### src/rtl/fetch_stage_if.sv
// fetch_stage_if: groups the fetch stage's instruction-memory, redirect and
// decode handoff signals.
//   master : the fetch stage. It drives imem_req_valid/addr and id_valid/inst/pc/pc4,
//            and samples imem_req_ready, imem_rsp_valid/data, redirect/redirect_pc and id_ready.
//   slave  : the environment, meaning the memory, control and decode. Directions are mirrored.
interface fetch_stage_if;
    logic        imem_req_valid;
    logic        imem_req_ready;
    logic [31:0] imem_req_addr;
    logic        imem_rsp_valid;
    logic [31:0] imem_rsp_data;
    logic        redirect;
    logic [31:0] redirect_pc;
    logic        id_valid;
    logic        id_ready;
    logic [31:0] id_inst;
    logic [31:0] id_pc;
    logic [31:0] id_pc4;

    modport master (
        output imem_req_valid, imem_req_addr, id_valid, id_inst, id_pc, id_pc4,
        input  imem_req_ready, imem_rsp_valid, imem_rsp_data, redirect, redirect_pc, id_ready
    );

    modport slave (
        input  imem_req_valid, imem_req_addr, id_valid, id_inst, id_pc, id_pc4,
        output imem_req_ready, imem_rsp_valid, imem_rsp_data, redirect, redirect_pc, id_ready
    );
endinterface

### src/rtl/fetch_stage.sv
// fetch_stage: rv32 instruction fetch. This block owns the PC and issues in-order word
// requests to instruction memory. Returned words and their PCs are buffered in a
// DEPTH-entry FIFO and handed to decode over valid/ready. A redirect flushes all
// in-flight work and restarts fetch at the target.
// Ports:
//   clk, rst : clock and synchronous active-high reset.
//   bus      : fetch_stage_if.master. It carries the imem request/response, the redirect
//              and the id_* handoff.
// Optional build macro FETCH_NOP_FILL_EN: while id_valid is low, id_inst, id_pc and
// id_pc4 read 32'h13, 0 and 4. Without it they hold the last head value.
module fetch_stage #(
    parameter logic [31:0] RESET_PC = 32'h0000_0000,
    parameter int unsigned DEPTH    = 2
) (
    input  logic          clk,
    input  logic          rst,
    fetch_stage_if.master bus
);
    localparam int unsigned AW      = (DEPTH > 1) ? $clog2(DEPTH) : 1;
    localparam int unsigned CW      = $clog2(DEPTH + 1);
    localparam logic [CW:0] DEPTH_W = (CW + 1)'(DEPTH);
    localparam logic [31:0] BOOT_PC = {RESET_PC[31:2], 2'b00};
`ifdef FETCH_NOP_FILL_EN
    localparam logic [31:0] IDLE_INST = 32'h0000_0013;
`else
    localparam logic [31:0] IDLE_INST = 32'h0000_0000;
`endif

    logic [31:0]   pc_q, pc_n;
    logic [31:0]   rsp_pc_q, rsp_pc_n;
    logic [CW-1:0] out_q, out_n;
    logic [CW-1:0] drop_q, drop_n;
    logic [CW-1:0] cnt_q, cnt_n, cnt_kept;
    logic [AW-1:0] rd_ptr_q, rd_ptr_n, wr_ptr_q, wr_ptr_n;
    logic [31:0]   inst_mem [DEPTH];
    logic [31:0]   pc_mem   [DEPTH];
    logic          req_en_q;
    logic          id_valid_q, id_valid_n;
    logic [31:0]   id_inst_q, id_inst_n;
    logic [31:0]   id_pc_q, id_pc_n;
    logic [31:0]   id_pc4_q, id_pc4_n;
    logic [31:0]   redir_pc;
    logic          room, req_fire, rsp_fire, push, pop;
    logic          unused_redir_lsb;

    assign redir_pc         = {bus.redirect_pc[31:2], 2'b00};
    assign unused_redir_lsb = ^bus.redirect_pc[1:0];

    // Capacity counts requests in flight, including ones that will be dropped, plus buffered words.
    assign room     = ({1'b0, out_q} + {1'b0, cnt_q}) < DEPTH_W;
    assign req_fire = bus.imem_req_valid & bus.imem_req_ready;
    // A response with nothing outstanding is a protocol error and is ignored.
    assign rsp_fire = bus.imem_rsp_valid & (out_q != '0);
    assign push     = rsp_fire & (drop_q == '0) & ~bus.redirect;
    assign pop      = id_valid_q & bus.id_ready & ~bus.redirect;
    assign cnt_kept = cnt_q - CW'(pop);

    assign bus.imem_req_valid = req_en_q & ~rst & ~bus.redirect & room;
    assign bus.imem_req_addr  = pc_q;
    assign bus.id_valid       = id_valid_q;
    assign bus.id_inst        = id_inst_q;
    assign bus.id_pc          = id_pc_q;
    assign bus.id_pc4         = id_pc4_q;

    // PC, counters and FIFO pointers.
    // Responses come back in request order, and requests since the last restart are
    // sequential. So the in-flight PC queue reduces to the PC of the next kept response.
    always_comb begin
        pc_n     = pc_q;
        rsp_pc_n = rsp_pc_q;
        out_n    = out_q + CW'(req_fire) - CW'(rsp_fire);
        drop_n   = drop_q;
        cnt_n    = cnt_q;
        rd_ptr_n = rd_ptr_q;
        wr_ptr_n = wr_ptr_q;
        if (bus.redirect) begin
            pc_n     = redir_pc;
            rsp_pc_n = redir_pc;
            drop_n   = out_n;
            cnt_n    = '0;
            rd_ptr_n = '0;
            wr_ptr_n = '0;
        end else begin
            if (req_fire) begin
                pc_n = pc_q + 32'd4;
            end
            if (push) begin
                rsp_pc_n = rsp_pc_q + 32'd4;
            end
            if (rsp_fire && (drop_q != '0)) begin
                drop_n = drop_q - CW'(1);
            end
            cnt_n    = cnt_q + CW'(push) - CW'(pop);
            rd_ptr_n = rd_ptr_q + AW'(pop);
            wr_ptr_n = wr_ptr_q + AW'(push);
        end
    end

    // Next head of the FIFO. If the FIFO drains to just this cycle's response, that word becomes the head.
    always_comb begin
        id_valid_n = (cnt_n != '0);
        id_inst_n  = id_inst_q;
        id_pc_n    = id_pc_q;
        id_pc4_n   = id_pc4_q;
        if (id_valid_n) begin
            if (cnt_kept == '0) begin
                id_inst_n = bus.imem_rsp_data;
                id_pc_n   = rsp_pc_q;
            end else begin
                id_inst_n = inst_mem[rd_ptr_n];
                id_pc_n   = pc_mem[rd_ptr_n];
            end
            id_pc4_n = id_pc_n + 32'd4;
        end
`ifdef FETCH_NOP_FILL_EN
        else begin
            id_inst_n = IDLE_INST;
            id_pc_n   = 32'd0;
            id_pc4_n  = 32'd4;
        end
`endif
    end

    // State registers.
    // Reset keeps the in-flight count as the drop count, because memory will still
    // answer requests issued before the reset.
    always_ff @(posedge clk) begin
        if (rst) begin
            pc_q       <= BOOT_PC;
            rsp_pc_q   <= BOOT_PC;
            out_q      <= out_q - CW'(rsp_fire);
            drop_q     <= out_q - CW'(rsp_fire);
            cnt_q      <= '0;
            rd_ptr_q   <= '0;
            wr_ptr_q   <= '0;
            req_en_q   <= 1'b0;
            id_valid_q <= 1'b0;
            id_inst_q  <= IDLE_INST;
            id_pc_q    <= 32'd0;
            id_pc4_q   <= 32'd4;
        end else begin
            pc_q       <= pc_n;
            rsp_pc_q   <= rsp_pc_n;
            out_q      <= out_n;
            drop_q     <= drop_n;
            cnt_q      <= cnt_n;
            rd_ptr_q   <= rd_ptr_n;
            wr_ptr_q   <= wr_ptr_n;
            req_en_q   <= 1'b1;
            id_valid_q <= id_valid_n;
            id_inst_q  <= id_inst_n;
            id_pc_q    <= id_pc_n;
            id_pc4_q   <= id_pc4_n;
        end
    end

    // FIFO storage. The count and pointers qualify the contents, so the storage needs no reset.
    always_ff @(posedge clk) begin
        if (push) begin
            inst_mem[wr_ptr_q] <= bus.imem_rsp_data;
            pc_mem[wr_ptr_q]   <= rsp_pc_q;
        end
    end
endmodule

### src/flat_wrapper.sv
// flat-port wrapper written by rule: the top's interface ports become plain ports
module fetch_stage_flat 
#(
    parameter logic [31:0] RESET_PC = 32'h0000_0000,
    parameter int unsigned DEPTH    = 2
)
  (clk, rst, bus_imem_req_valid, bus_imem_req_addr, bus_id_valid, bus_id_inst, bus_id_pc, bus_id_pc4, bus_imem_req_ready, bus_imem_rsp_valid, bus_imem_rsp_data, bus_redirect, bus_redirect_pc, bus_id_ready);
  fetch_stage_if bus_i ();
  input  logic clk;
  input  logic rst;
  output wire logic [$bits(bus_i.imem_req_valid)-1:0] bus_imem_req_valid;
  output wire logic [$bits(bus_i.imem_req_addr)-1:0] bus_imem_req_addr;
  output wire logic [$bits(bus_i.id_valid)-1:0] bus_id_valid;
  output wire logic [$bits(bus_i.id_inst)-1:0] bus_id_inst;
  output wire logic [$bits(bus_i.id_pc)-1:0] bus_id_pc;
  output wire logic [$bits(bus_i.id_pc4)-1:0] bus_id_pc4;
  input wire logic [$bits(bus_i.imem_req_ready)-1:0] bus_imem_req_ready;
  input wire logic [$bits(bus_i.imem_rsp_valid)-1:0] bus_imem_rsp_valid;
  input wire logic [$bits(bus_i.imem_rsp_data)-1:0] bus_imem_rsp_data;
  input wire logic [$bits(bus_i.redirect)-1:0] bus_redirect;
  input wire logic [$bits(bus_i.redirect_pc)-1:0] bus_redirect_pc;
  input wire logic [$bits(bus_i.id_ready)-1:0] bus_id_ready;
  assign bus_imem_req_valid = bus_i.imem_req_valid;
  assign bus_imem_req_addr = bus_i.imem_req_addr;
  assign bus_id_valid = bus_i.id_valid;
  assign bus_id_inst = bus_i.id_inst;
  assign bus_id_pc = bus_i.id_pc;
  assign bus_id_pc4 = bus_i.id_pc4;
  assign bus_i.imem_req_ready = bus_imem_req_ready;
  assign bus_i.imem_rsp_valid = bus_imem_rsp_valid;
  assign bus_i.imem_rsp_data = bus_imem_rsp_data;
  assign bus_i.redirect = bus_redirect;
  assign bus_i.redirect_pc = bus_redirect_pc;
  assign bus_i.id_ready = bus_id_ready;
  fetch_stage #(.RESET_PC(RESET_PC), .DEPTH(DEPTH)) u_core (.clk(clk), .rst(rst), .bus(bus_i));
endmodule
### config.mk
export PLATFORM = sky130hd
export DESIGN_NAME = fetch_stage_flat
export DESIGN_NICKNAME = d
export VERILOG_FILES = /design/src/rtl/fetch_stage_if.sv /design/src/rtl/fetch_stage.sv /design/src/flat_wrapper.sv
export SDC_FILE = /design/constraint.sdc
export NUM_CORES = 1
export LEC_CHECK = 0
export CAP_MARGIN = 10
export CELL_PAD_IN_SITES_DETAIL_PLACEMENT = 1
export CELL_PAD_IN_SITES_GLOBAL_PLACEMENT = 1
export CORE_MARGIN = 1
export CORE_UTILIZATION = 45
export DETAILED_ROUTE_END_ITERATION = 8
export DONT_BUFFER_PORTS = 1
export HOLD_SLACK_MARGIN = 0.05
export PLACE_DENSITY_LB_ADDON = 0.1
export REMOVE_ABC_BUFFERS = 1
export SYNTH_ARGS = -nofsm -noshare
export SYNTH_HDL_FRONTEND = slang
export SYNTH_SLANG_ARGS = --single-unit
### constraint.sdc
create_clock -name clk -period 4.4 [get_ports clk]
set_input_delay 0.22 -clock clk [delete_from_list [all_inputs] [get_ports clk]]
set_output_delay 0.22 -clock clk [all_outputs]
set_load 0.03 [all_outputs]
==> flow_summary.json <==
{
  "status": "finished, final reports clean",
  "clkPwrFrac_pct": 41.0,
  "power_frac_comb_pct": 11.2,
  "worst-path-max-fanout": 21,
  "grt_use_total_pct": 25.3,
  "regArea_mm2": 0.00699,
  "grt_setup_unrepaired": "no",
  "hold_path_startpoint": "bus_imem_rsp_data[3]",
  "grt_max_degree": 126,
  "io_buffers": 0,
  "cp-start-kind": "flip-flop",
  "critPathLaunch": "u_core.bus.id_valid",
  "switchingPower_w": 0.00184,
  "grt_pass1_vias": 10600,
  "maxSlewHeadroom_pct": 29.5,
  "synthCells": 1322,
  "cts_htree_levels": 2,
  "clk_latency_ps": 500,
  "seqPwrFrac_pct": 47.8,
  "arrival_ps": 4150,
  "route.met2.wl_mm": 17.6,
  "wl_per_cell_um": 20.8,
  "synthMuxAreaShare_pct": 0.735,
  "cts-buffers-inserted": 34,
  "maxSlewViolCount": 0,
  "fillers": 3088,
  "synth_ff_type": "dfxtp_1",
  "multi_input_area_mm2": 0.00539,
  "clk_pin_slew_ps": 60,
  "numClockSinks": 286,
  "synthXorXnorAreaFrac_pct": 3.14,
  "die_h_um": 170,
  "holdCritPathClass": "in2reg",
  "max_stage_delay_ps": 590,
  "end_kind": "flip-flop",
  "max_freq_ghz": 0.266,
  "fin_nets": 1441,
  "routed_wl_mm": 36.7,
  "ios": 200,
  "drive_gt1_share_pct": 8.09,
  "clk_path_buf_depth": 3,
  "synth-compound-area-share_pct": 17.0,
  "first_pass_iters": 4,
  "synth_fa_ha_area_share_pct": 1.14,
  "cts-root-buf": "clkbuf_16",
  "drc": 0,
  "routed.top_layer": "met4",
  "max-vdd-ir-drop_v": 0.000213,
  "cts_tree": "built",
  "rows": 61,
  "fin_crit_sh_pct": 85.4,
  "diodes": 0,
  "reg2regPathDepth": 11,
  "async_flop_share_pct": 0,
  "syn_avg_cell_area_um2": 9.66,
  "initial_core_util_pct": 45.8,
  "p_total_w": 0.00670,
  "yosys_warnings": 0,
  "via_per_inst": 5.82,
  "grt_pass1_wl_mm": 57.7,
  "ant_nets": 0,
  "p_sw_share_pct": 27.4,
  "ys_types": 74,
  "gp_congestion": 0.807,
  "final-setup-viol-count": 0,
  "core_area_mm2": 0.0279,
  "yosys.area_share.simple_pct": 19.5,
  "skew_ps": 12.5,
  "synth_top_family_by_area": "simple AND/OR/NAND/NOR gates",
  "tightest_slew_ps": 1050,
  "finalCriticalPeriod_ps": 3760,
  "whs_ps": 53.7,
  "drt-met1-wl_mm": 15.8,
  "ys_seq_area_share_pct": 54.7,
  "drv_cap": 0,
  "worst-setup-path-type": "reg2reg",
  "dp.cells": 1637,
  "antenna_found_initial": 0,
  "cellInternalPower_w": 0.00486,
  "crit_chain": "and2_1, and2_1, ha_1, and2b_1, buf_4, a2111oi_0, a211oi_2, nand4_2, nor4_4, a21oi_1, a211o_1",
  "overflow": 0,
  "crit_required_ps": 4800,
  "crit_path_end": "u_core.bus.id_pc4[28]",
  "wl_met3_mm": 2.56,
  "hold_viol_final": 0,
  "cp_slowest_cell": "nor4_4",
  "synth_edf_count": 126,
  "vias": 10300,
  "area_growth_pct": 16.7,
  "dieArea_mm2": 0.0290,
  "reg2reg_slack_ps": 640,
  "netlist_area_mm2": 0.0128,
  "r2r_end": "u_core.bus.id_pc4[28]",
  "leakagePower_nw": 5.11,
  "die_w_um": 170,
  "ys_ff_latch": 286,
  "r2r_start": "u_core.bus.id_valid",
  "powerDensity_mw_per_mm2": 450,
  "final_cell_count_no_fill": 1763,
  "first_iter_violations": 446,
  "crit_top_cell": "and2_1",
  "dp_hpwl_mm": 23.3
}
==> worst min path at each step <==
stage | cells past startpoint | end | slack [ps]
after global placement | 1 | u_core.bus.imem_req_addr[15] | 310
after global routing | 3 | u_core.bus.id_inst[3] | 60
final | 3 | u_core.bus.id_inst[3] | 50
after detailed placement | 1 | u_core.rsp_pc_q[9] | 300
after CTS | 3 | u_core.bus.id_inst[3] | 50
after floorplan | 1 | u_core.bus.id_pc[10] | 290
==> synth_stat cells, drive strengths merged (3+ instances only) <==
master / count / share of area (%)
a21oi: 87 / 3.4
or4: 3 / 0.21
mux2: 3 / 0.26
clkbuf: 55 / 1.6
and3: 14 / 0.69
inv: 18 / 0.53
nand3: 40 / 1.7
nor4: 14 / 0.92
o211ai: 22 / 1.4
and4: 7 / 0.48
xor2: 18 / 1.2
ha: 10 / 0.98
and2: 10 / 0.49
a2111oi: 9 / 0.62
mux2i: 6 / 0.47
a311oi: 25 / 1.7
o2111ai: 18 / 1.2
o21a: 5 / 0.29
a31oi: 27 / 1.3
dfxtp: 160 / 25
a211oi: 17 / 1.2
nor3: 24 / 0.98
buf: 37 / 1.5
nand2: 240 / 7.1
nand4: 25 / 1.3
or3: 7 / 0.34
o21ai: 37 / 1.5
a21boi: 10 / 0.62
a22o: 20 / 1.4
a221oi: 6 / 0.51
nand2b: 3 / 0.15
xnor2: 25 / 1.7
nor2: 151 / 4.4
edfxtp: 126 / 30
nand3b: 3 / 0.18
a31o: 4 / 0.27
a311o: 3 / 0.24
a222oi: 4 / 0.31
==> registers in the layout, summed over array words and instances (netlist names) <==
name / flops
u_core.bus.imem_req_addr: 30
u_core.pc_mem: 60
u_core.bus.id_pc: 30
u_core.bus.id_valid: 1
u_core.bus.id_inst: 32
u_core.wr_ptr_q: 1
u_core.bus.id_pc4: 30
u_core.rsp_pc_q: 30
u_core.drop_q: 2
u_core.rd_ptr_q: 1
u_core.cnt_q: 2
u_core.req_en_q: 1
u_core.inst_mem: 64
u_core.out_q: 2
==> placed cells by master, fill, tap and decap left out, drive strengths merged, types with 26 or more instances in the layout <==
| cell type | count |
|---|---|
| nand2 | 240 |
| dfxtp | 160 |
| nor2 | 151 |
| edfxtp | 126 |
| a21oi | 87 |
| dlygate4sd3 | 63 |
| clkbuf | 43 |
| nand3 | 40 |
| o21ai | 37 |
| a31oi | 27 |
| buf | 26 |
==> power by group through the flow <==
stage	Sequential [W]	Combinational, W	Clock (W)
2_1_floorplan	0.00322	0.000475	0
4_1_cts	0.00320	0.000756	0.00280
6_report	0.00320	0.000750	0.00275
5_1_grt	0.00322	0.000838	0.00290
3_5_place_dp	0.00326	0.000660	0
3_3_place_gp	0.00325	0.000643	0
==> worst max-delay path: cells and delay by family, from the launching register on <==
kind                       cells  cell delay, ps
AOI/OAI and AO/OA              4            1080
DFF                            1             300
and+or+nand+nor                5            1620
buffers and inverters          1             300
adders and majority gates      1             350
==> repair_timing <==
action	CTS	global route
hold endpoints to repair	198	0
setup buffers	0	0
gates resized for setup	0	0
hold buffers	65	0
setup endpoints to repair	0	0
==> layer usage <==
layer / vias up / global-route usage (%)
li1: 4876 / -
met1: 5068 / 31.4
met2: 271 / 43.4
met3: 51 / 6.47
met4: 0 / 6.93
met5: - / 0
==> kinds of logic (layout without fill, tap and decap cells) <==
| logic type | after synthesis | after routing |
|---|---|---|
| simple gates | 550 | 550 |
| compound gates | 309 | 309 |
| flops | 286 | 286 |
| buf+inv | 112 | 170 |
| xor+xnor | 44 | 44 |
| fa+ha+maj | 11 | 11 |
| mux | 9 | 9 |
| other cells | 1 | 6 |
==> final cells by class <==
cell class                 instances  share of cell area (%)
timing repair buffer              89                    5.93
clock inverter                    18                    1.02
inverter                          20                   0.504
multi-input combinational        929                    36.1
sequential                       286                    46.9
clock buffer                      43                    6.35
tap                              378                    3.17
==> metrics by stage <==
step	util, %	worst slack, ps	instance area (um2)	TNS [ps]
2_1_floorplan	-	-2020	12400	-123110
3_3_place_gp	47.1	730	13100	0
3_5_place_dp	47.1	647	13100	0
4_1_cts	53.5	628	14900	0
5_1_grt	53.5	376	14900	0
6_report	53.5	644	14900	0
Power figures use the tool's default switching activity.
